$ cat src/rtl/piso_serializer_controller_pkg.sv
// Shared types and counter-width helpers for the PISO serializer controller.
// Widths are computed from the instance parameters so every instance sizes its own counters.
package piso_ctrl_pkg;

    typedef enum logic [1:0] {
        IDLE  = 2'd0,
        LOAD  = 2'd1,
        SHIFT = 2'd2
    } state_t;

    localparam int DEFAULT_DATA_WIDTH   = 8;
    localparam int DEFAULT_CLKS_PER_BIT = 4;

    // bit_cnt must hold 0..data_width-1; keep at least one bit for a 1-bit frame
    function automatic int bit_cnt_width(input int data_width);
        return (data_width > 1) ? $clog2(data_width) : 1;
    endfunction

    function automatic int clk_cnt_width(input int clks_per_bit);
        return $clog2(clks_per_bit + 1);
    endfunction

endpackage

$ cat src/rtl/piso_serializer_controller_bit_timer.sv
// Bit-period timer: counts 0..CLKS_PER_BIT-1 while enabled and flags the last clock of a bit.
module piso_bit_timer
    import piso_ctrl_pkg::*;
#(
    parameter int CLKS_PER_BIT = DEFAULT_CLKS_PER_BIT,
    parameter int CNT_W        = clk_cnt_width(DEFAULT_CLKS_PER_BIT)
) (
    input  logic             clk,
    input  logic             rst,
    input  logic             en,
    input  logic             clr,
    output logic [CNT_W-1:0] cnt,
    output logic             tc
);

    localparam logic [CNT_W-1:0] LAST_CNT = CNT_W'(CLKS_PER_BIT - 1);

    logic [CNT_W-1:0] cnt_r;

    assign tc  = (cnt_r == LAST_CNT);
    assign cnt = cnt_r;

    // Counter register: clear wins over counting, wrap to zero on terminal count
    always_ff @(posedge clk or posedge rst) begin
        if (rst) begin
            cnt_r <= '0;
        end else if (clr) begin
            cnt_r <= '0;
        end else if (en) begin
            if (tc) begin
                cnt_r <= '0;
            end else begin
                cnt_r <= cnt_r + CNT_W'(1);
            end
        end else begin
            cnt_r <= cnt_r;
        end
    end

endmodule

$ cat src/rtl/piso_serializer_controller.sv
// Sequencer for an 8-bit PISO: byte handshake, load/shift strobes and per-bit hold timing.
// Strobes are decoded from registered state and gated by Enable_In, Abort_In and Reset_In.
module piso_serializer_controller
    import piso_ctrl_pkg::*;
#(
    parameter int DATA_WIDTH   = DEFAULT_DATA_WIDTH,
    parameter int CLKS_PER_BIT = DEFAULT_CLKS_PER_BIT
) (
    input  logic                  Clk_In,
    input  logic                  Reset_In,
    input  logic                  Enable_In,
    input  logic                  Abort_In,
    input  logic [DATA_WIDTH-1:0] Data_In,
    input  logic                  Data_Valid_In,
    output logic                  Data_Ready_Out,
    output logic                  PISO_Enable_Out,
    output logic                  PISO_Load_Out,
    output logic                  PISO_Shift_Out,
    output logic [DATA_WIDTH-1:0] PISO_Data_Out,
    output logic                  Serial_Valid_Out,
    output logic                  Frame_Start_Out,
    output logic                  Frame_Done_Out,
    output logic                  Busy_Out
);

    localparam int BIT_CNT_W = bit_cnt_width(DATA_WIDTH);
    localparam int CLK_CNT_W = clk_cnt_width(CLKS_PER_BIT);
    localparam logic [BIT_CNT_W-1:0] LAST_BIT = BIT_CNT_W'(DATA_WIDTH - 1);

    state_t                  state_r;
    state_t                  state_nx_s;
    logic [BIT_CNT_W-1:0]    bit_cnt_r;
    logic [DATA_WIDTH-1:0]   hold_r;
    logic [CLK_CNT_W-1:0]    clk_cnt_s;
    logic                    clk_tc_s;
    logic                    timer_en_s;
    logic                    timer_clr_s;
    logic                    last_bit_s;
    logic                    capture_s;
    logic                    ready_s;
    logic                    load_s;
    logic                    shift_s;
    logic                    serial_valid_s;
    logic                    start_s;
    logic                    done_s;

    assign last_bit_s  = (bit_cnt_r == LAST_BIT);
    assign timer_en_s  = Enable_In && (state_r == SHIFT) && !Abort_In;
    assign timer_clr_s = Enable_In && (Abort_In || (state_r != SHIFT));

    piso_bit_timer #(
        .CLKS_PER_BIT (CLKS_PER_BIT),
        .CNT_W        (CLK_CNT_W)
    ) u_bit_timer (
        .clk (Clk_In),
        .rst (Reset_In),
        .en  (timer_en_s),
        .clr (timer_clr_s),
        .cnt (clk_cnt_s),
        .tc  (clk_tc_s)
    );

    // State register
    always_ff @(posedge Clk_In or posedge Reset_In) begin
        if (Reset_In) begin
            state_r <= IDLE;
        end else begin
            state_r <= state_nx_s;
        end
    end

    // Bit index: cleared outside SHIFT or on abort, advances on each bit-period terminal count
    always_ff @(posedge Clk_In or posedge Reset_In) begin
        if (Reset_In) begin
            bit_cnt_r <= '0;
        end else if (timer_clr_s) begin
            bit_cnt_r <= '0;
        end else if (timer_en_s && clk_tc_s) begin
            if (last_bit_s) begin
                bit_cnt_r <= '0;
            end else begin
                bit_cnt_r <= bit_cnt_r + BIT_CNT_W'(1);
            end
        end else begin
            bit_cnt_r <= bit_cnt_r;
        end
    end

    // Holding register presented to the PISO parallel input
    always_ff @(posedge Clk_In or posedge Reset_In) begin
        if (Reset_In) begin
            hold_r <= '0;
        end else if (capture_s) begin
            hold_r <= Data_In;
        end else begin
            hold_r <= hold_r;
        end
    end

    // Next-state and strobe decode; with Enable_In low everything holds and all strobes stay low
    always_comb begin
        state_nx_s     = state_r;
        capture_s      = 1'b0;
        ready_s        = 1'b0;
        load_s         = 1'b0;
        shift_s        = 1'b0;
        serial_valid_s = 1'b0;
        start_s        = 1'b0;
        done_s         = 1'b0;
        if (Enable_In) begin
            case (state_r)
                IDLE: begin
                    ready_s = !Abort_In;
                    if (Abort_In) begin
                        state_nx_s = IDLE;
                    end else if (Data_Valid_In) begin
                        capture_s  = 1'b1;
                        state_nx_s = LOAD;
                    end else begin
                        state_nx_s = IDLE;
                    end
                end
                LOAD: begin
                    if (Abort_In) begin
                        state_nx_s = IDLE;
                    end else begin
                        load_s     = 1'b1;
                        state_nx_s = SHIFT;
                    end
                end
                SHIFT: begin
                    serial_valid_s = 1'b1;
                    start_s = !Abort_In && (bit_cnt_r == '0) && (clk_cnt_s == '0);
                    if (Abort_In) begin
                        state_nx_s = IDLE;
                    end else if (clk_tc_s && last_bit_s) begin
                        // last clock of the frame doubles as the accept slot for back-to-back bytes
                        done_s  = 1'b1;
                        ready_s = 1'b1;
                        if (Data_Valid_In) begin
                            capture_s  = 1'b1;
                            state_nx_s = LOAD;
                        end else begin
                            state_nx_s = IDLE;
                        end
                    end else begin
                        shift_s    = clk_tc_s;
                        state_nx_s = SHIFT;
                    end
                end
                default: begin
                    state_nx_s = IDLE;
                end
            endcase
        end else begin
            state_nx_s = state_r;
        end
    end

    assign Data_Ready_Out   = ready_s        & ~Reset_In;
    assign PISO_Enable_Out  = Enable_In      & ~Reset_In;
    assign PISO_Load_Out    = load_s         & ~Reset_In;
    assign PISO_Shift_Out   = shift_s        & ~Reset_In;
    assign Serial_Valid_Out = serial_valid_s & ~Reset_In;
    assign Frame_Start_Out  = start_s        & ~Reset_In;
    assign Frame_Done_Out   = done_s         & ~Reset_In;
    assign PISO_Data_Out    = hold_r;
    assign Busy_Out         = (state_r != IDLE);

endmodule

$ cat config.mk
export PLATFORM = sky130hd
export DESIGN_NAME = piso_serializer_controller
export DESIGN_NICKNAME = d
export VERILOG_FILES = /design/src/rtl/piso_serializer_controller_pkg.sv /design/src/rtl/piso_serializer_controller_bit_timer.sv /design/src/rtl/piso_serializer_controller.sv
export SDC_FILE = /design/constraint.sdc
export NUM_CORES = 1
export LEC_CHECK = 0
export CAP_MARGIN = 40
export CELL_PAD_IN_SITES_DETAIL_PLACEMENT = 0
export CELL_PAD_IN_SITES_GLOBAL_PLACEMENT = 1
export CORE_MARGIN = 1.5
export CORE_UTILIZATION = 35
export CTS_CLUSTER_SIZE = 12
export DETAILED_ROUTE_END_ITERATION = 6
export MAX_ROUTING_LAYER = met4
export PLACE_DENSITY_LB_ADDON = 0.08
export SYNTH_ARGS = -nofsm -noshare
export SYNTH_HDL_FRONTEND = slang
export SYNTH_SLANG_ARGS = --single-unit
$ cat constraint.sdc
create_clock -name Clk_In -period 4.35 [get_ports Clk_In]
set_input_delay 0.435 -clock Clk_In [delete_from_list [all_inputs] [get_ports Clk_In]]
set_output_delay 0.435 -clock Clk_In [all_outputs]
set_load 0.005 [all_outputs]
==> results.toml, run 1 <==
[timing]
fin_crit_ns = 2.73
min_period_over_period = 0.628
setup_tns_ns = 0
relSlewSlack = 0.666
clock_skew_ns = 0.00169
setup_violations = 0
fmax_ghz = 0.366
slew_viol_final = 0
whs_ns = 0.479
rsz0062_at_grt = "no"
tightest_slew_ns = 0.500
hold_viol_final = 0

[global_route]
grt_pass1_wl_um = 2800
grt_pass1_vias = 669
antenna_found_initial = 0
grt-ovfl-total = 0
grt_max_degree = 18
grt_usage = 0.145

[floorplanning]
start_util = 0.369
fp.dieArea_mm2 = 0.00263
die_y_um = 51.3
num_io_pins = 29
fp.dieW_um = 51.3
fp.coreArea_mm2 = 0.00221
rows = 17

[critical_path]
rr_worst_depth = 5
endpoint_kind = "primary output"
cp_slowest_stage_delay_ns = 0.57
reg2reg_from = "bit_cnt_r[0]"
worst_r2r_endpoint = "PISO_Data_Out[4]"
path_class = "flop to primary output"
crit_start = "bit_cnt_r[0]"
cp_common_cell = "ha_1"
crit_chain = "ha_1 > ha_1 > nand3b_1 > a2111oi_0 > clkdlybuf4s50_1"
cp_slowest_cell = "clkdlybuf4s50_1"
cp.arrival_ns = 2.30
critPathCapture = "Data_Ready_Out"
required_ns = 3.91
reg2reg_slack_ns = 2.49
worstSetupStartpointType = "flop"
crit_fanout = 4

[cts]
cts_root_buf = "clkbuf_4"
cts_num_sinks = 16
cts_resized = 0
htree_levels = 1
tritoncts = "yes"
numCtsBuffers = 3
cts-hold-fix-buffers = 0
cts_setup_buffers = 0
clk_latency_ns = 0.27
clk_pin_slew_ns = 0.09
cts_buffer_depth = 2

[hold_path]
hp-class = "primary input to async pin"

[power_and_ir_drop]
p_seq_frac = 0.460
p_int_w = 0.000346
power.share.clock = 0.202
combPwrFrac = 0.338
switchingPower_w = 0.000113
ir_drop_mv = 0.273
power.density_mw_per_mm2 = 393
total_leakage_power_nw = 0.508
p_sw_frac = 0.247
p_total_w = 0.000460

[synth]
synth_warnings = 0
avgSynthCellArea_um2 = 11.7
syn_area_um2 = 817
synthDistinctLibCells = 27
seq_area_frac_synth = 0.490
syn_nets = 88
synth_cells = 70
synth-seq-cells = 16

[place]
dp_hpwl_um = 1210
numPortBuffers = 28
dpl_cell_area_mm2 = 0.00113
place_congestion = 0.810

[final_layout]
n_antenna_cell = 0
fin_area_mm2 = 0.00117
final_nets = 121
area_growth_pct = 43.0
drive_gt1_frac = 0.176

[detailed_routing]
drtIter0Drc = 11
first_pass_iters = 4
route.antenna.remaining_nets = 0
drc = 0
detail_route.wl_per_cell_um = 12.0
vias = 635
drt-total-wl_um = 1560
vias_per_cell = 4.88

[flow_run]
maxCapViolations = 0

[run_status]
status = "finished, final reports clean"
==> Yosys cell counts <==
cell type	count	area, um^2
a21oi_4	1	16.3
or3_1	1	6.26
nand2_1	1	3.75
o21ai_2	1	8.76
or2_2	1	6.26
o22ai_1	1	6.26
inv_1	8	30.0
nand3b_1	1	7.51
nor4b_1	2	17.5
nand4bb_1	1	11.3
ha_1	5	62.6
nor3_1	1	5.00
mux2_2	8	90.1
a2111oi_0	1	8.76
and3_2	1	7.51
o21ai_0	2	10.0
dfrtp_1	16	400
a221o_1	1	10.0
a22o_1	3	26.3
buf_4	1	7.51
nor3b_1	2	15.0
nand3_1	3	15.0
a21o_2	1	8.76
and2_1	1	6.26
nor2_1	4	15.0
nor2b_1	1	6.26
or3b_1	1	8.76
==> layout make-up <==
type                       count  area (um^2)
fill                         210         1040
inverter                       8         30.0
clock buffer                   4         36.3
multi-input combinational     45          379
sequential                    16          400
tap                           28         35.0
timing repair buffer          29          288
==> stage by stage <==
step | setup slack [ns] | cells | utilization
floorplan | 2.45 | 70 | -
global placement | 1.69 | 126 | 0.512
detailed placement | 1.65 | 126 | 0.512
CTS | 1.61 | 130 | 0.528
global route | 1.36 | 130 | 0.528
finish | 1.62 | 130 | 0.528
==> layout by cell type (no fill, tap or decap), types with 2 or more instances in the layout <==
cell type	n
o21ai_0	2
mux2_2	8
nor2_1	4
clkdlybuf4s50_1	28
inv_1	8
a22o_1	3
nand3_1	3
dfrtp_1	16
ha_1	5
clkbuf_4	3
nor3b_1	2
nor4b_1	2
==> sequential cells by signal, indices dropped and copies added, names as in the netlist <==
name / count
u_bit_timer.cnt: 3
PISO_Data_Out: 8
bit_cnt_r: 3
state_r: 2
==> power by group through the flow <==
| stage | registers, W | clock network (W) | logic (W) |
|---|---|---|---|
| 2_1_floorplan | 0.000209 | 0 | 0.0000677 |
| 3_3_place_gp | 0.000213 | 0 | 0.000156 |
| 3_5_place_dp | 0.000215 | 0 | 0.000156 |
| 4_1_cts | 0.000212 | 0.0000967 | 0.000158 |
| 5_1_grt | 0.000219 | 0.000104 | 0.000171 |
| 6_report | 0.000212 | 0.0000927 | 0.000155 |
==> worst min path at each step <==
stage | endpoint | depth (start not counted)
floorplan | PISO_Data_Out[0] | 1
global placement | PISO_Data_Out[1] | 1
detailed placement | PISO_Data_Out[5] | 1
CTS | PISO_Data_Out[4] | 3
finish | PISO_Data_Out[1] | 3
global route | PISO_Data_Out[4] | 3
==> kinds of logic after synthesis <==
kind of cell,share of synthesized area
AOI/OAI and AO/OA,0.116
muxes,0.110
buffers and inverters,0.0459
and+or+nand+nor,0.161
DFF,0.490
adders and majority gates,0.0766
==> worst max-delay path: cells and delay by family, from the launching register on <==
| family | cells | cell delay (ns) |
|---|---|---|
| compound gates | 1 | 0.44 |
| fa+ha+maj | 2 | 0.39 |
| buf+inv | 1 | 0.57 |
| flops | 1 | 0.40 |
| simple gates | 1 | 0.21 |
==> layer usage <==
layer  share of wire  global-route usage  vias to the layer above
li1                -                   -                      314
met1            0.48               0.180                      302
met2            0.45               0.227                       17
met3           0.061              0.0322                        2
met4           0.010              0.0658                        0
met5               0                   -                        -
Power figures use the tool's default switching activity.
==> inputs of run 2 (changes only) <==
--- a/config.mk
+++ b/config.mk
@@ -9,7 +9,7 @@
 export CELL_PAD_IN_SITES_DETAIL_PLACEMENT = 0
 export CELL_PAD_IN_SITES_GLOBAL_PLACEMENT = 1
 export CORE_MARGIN = 1.5
-export CORE_UTILIZATION = 35
+export CORE_UTILIZATION = 30
 export CTS_CLUSTER_SIZE = 12
 export DETAILED_ROUTE_END_ITERATION = 6
 export MAX_ROUTING_LAYER = met4
==> constraint.sdc (replaced) <==
create_clock -name Clk_In -period 2.29 [get_ports Clk_In]
set_input_delay 0.229 -clock Clk_In [delete_from_list [all_inputs] [get_ports Clk_In]]
set_output_delay 0.229 -clock Clk_In [all_outputs]
set_load 0.005 [all_outputs]
==> run 2 against run 1 <==
Power rose by 94%. Register-to-register slack got worse by 2.1 ns. Worst hold slack got worse by 0.20 ns. Combinational power increased by 95%. Via count rose by 4.9%. Sequential share of layout area is 0.93 points lower. Critical path type unchanged.
==> results.toml, run 2 (synthesis results as in run 1) <==
[critical_path]
endpoint_kind = "primary output"
crit_fanout = 9
cp_slowest_stage_delay_ns = 0.52
crit_chain = "or3b_1 > nor3_1 > clkdlybuf4s50_1"
worst_r2r_endpoint = "PISO_Data_Out[6]"
required_ns = 2.06
reg2reg_slack_ns = 0.44
path_class = "flop to primary output"
cp_top_family = "simple AND/OR/NAND/NOR gates"
cp.arrival_ns = 1.88
worstSetupStartpointType = "flop"
cp_slowest_cell = "clkdlybuf4s50_1"
reg2reg_from = "bit_cnt_r[0]"
path_buf_inv = 1
rr_worst_depth = 6

[global_route]
grt-busiest-layer = "met2"
grt_usage = 0.141
grtUsageMet3 = 0.0403
grt_pass1_vias = 628
grtUsageMet1 = 0.168
antenna_found_initial = 0
grt-ovfl-total = 0
grtUsageMet2 = 0.216
grt_max_degree = 17
grt_pass1_wl_um = 2840

[hold_path]
hp-class = "primary input to async pin"

[floorplanning]
fp.dieW_um = 55.2
num_io_pins = 29
rows = 18
start_util = 0.324
fp.coreArea_mm2 = 0.00252
die_y_um = 55.2
fp.dieArea_mm2 = 0.00305

[timing]
fmax_ghz = 0.473
clock_skew_ns = 0.00229
worst_slack_ns = 0.178
rsz0062_at_grt = "no"
slew_viol_final = 0
fin_crit_ns = 2.11
setup_tns_ns = 0
hold_viol_final = 0
whs_ns = 0.280
setup_violations = 0
relSlewSlack = 0.793
tightest_slew_ns = 0.310
min_period_over_period = 0.922

[cts]
htree_levels = 1
cts_num_sinks = 16
cts-hold-fix-buffers = 0
clk_pin_slew_ns = 0.09
clk_latency_ns = 0.28
cts_buffer_depth = 2
cts_root_buf = "clkbuf_4"
numCtsBuffers = 3
tritoncts = "yes"

[final_layout]
final_common_cell = "clkdlybuf4s50_1"
drive_gt1_frac = 0.226
final_nets = 125
n_antenna_cell = 0
area_growth_pct = 47.5
mostFrequentLayoutCells = "clkdlybuf4s50_1, dfrtp_1, mux2_2, inv_1"
largest_reg_flops = 8
utilization = 0.478

[detailed_routing]
vias_per_cell = 4.90
drt-total-wl_um = 1700
drc = 0
drtIter0Drc = 4
vias = 666
first_pass_iters = 2
route.antenna.remaining_nets = 0
detail_route.wl_per_cell_um = 12.5

[power_and_ir_drop]
p_total_w = 0.000892
ir_drop_mv = 0.491
total_leakage_power_nw = 0.530
power.density_mw_per_mm2 = 740
p_seq_frac = 0.452
combPwrFrac = 0.340
p_sw_frac = 0.253
switchingPower_w = 0.000226
p_int_w = 0.000666
power.share.clock = 0.208

[place]
numPortBuffers = 28
dp_hpwl_um = 1330
place_congestion = 0.740
pre_cts_ws_ns = 0.185

[run_status]
status = "finished, final reports clean"

[flow_run]
maxCapViolations = 0
## run 2: cell types whose count changed in the layout (fill, tap and decap cells not counted), sizes merged
cell | before | now
dlygate4sd2 | 0 | 1
clkdlybuf4s50 | 28 | 27
buf | 1 | 5
## run 2: layout make-up
| type | count | area, um^2 |
|---|---|---|
| timing repair buffer | 33 | 317 |
| clock buffer | 4 | 36.3 |
| fill | 270 | 1320 |
| tap | 30 | 37.5 |
| sequential | 16 | 402 |
| inverter | 8 | 30.0 |
| multi-input combinational | 45 | 383 |
## run 2: metrics by stage
step	area, um^2	instances
floorplan	817	70
global placement	1160	132
detailed placement	1160	132
CTS	1200	136
global route	1200	136
finish	1200	136
## run 2: per-layer routing
layer,wire (um),vias up,share of wire
li1,-,322,-
met1,793,324,0.47
met2,818,18,0.48
met3,74,2,0.044
met4,10,0,0.0059
met5,0,-,0
## run 2: what timing repair did
item                                   in CTS  in global routing
endpoints found under the hold margin       0                  0
buffers inserted                            0                  0
pin swaps                                   0                  0
gates resized for setup                     2                  2
setup endpoints to repair                   1                  3
## run 2: power groups by stage
stage | logic (W) | clock network (W) | registers (W)
detailed placement | 0.000307 | 0 | 0.000407
CTS | 0.000309 | 0.000196 | 0.000402
floorplan | 0.000129 | 0 | 0.000397
global route | 0.000332 | 0.000213 | 0.000414
global placement | 0.000308 | 0 | 0.000403
finish | 0.000303 | 0.000186 | 0.000403
## run 2: worst max path at each step
stage            startpoint               end  slack (ns)  cells after the start
2_1_floorplan  bit_cnt_r[0]  PISO_Data_Out[0]        0.68                      5
3_3_place_gp       Abort_In   Frame_Start_Out        0.20                      4
3_5_place_dp   bit_cnt_r[1]    Data_Ready_Out        0.18                      5
4_1_cts          state_r[1]   Frame_Start_Out        0.11                      3
5_1_grt          state_r[0]   Frame_Start_Out        0.07                      3
6_report         state_r[0]   Frame_Start_Out        0.18                      3
## run 2: worst register-to-register path: stages, from the launching register on
cell	delay (ns)
dfrtp_1	0.40
ha_1	0.17
ha_1	0.21
nand3b_1	0.13
buf_4	0.17
a21oi_4	0.29
mux2_2	0.38
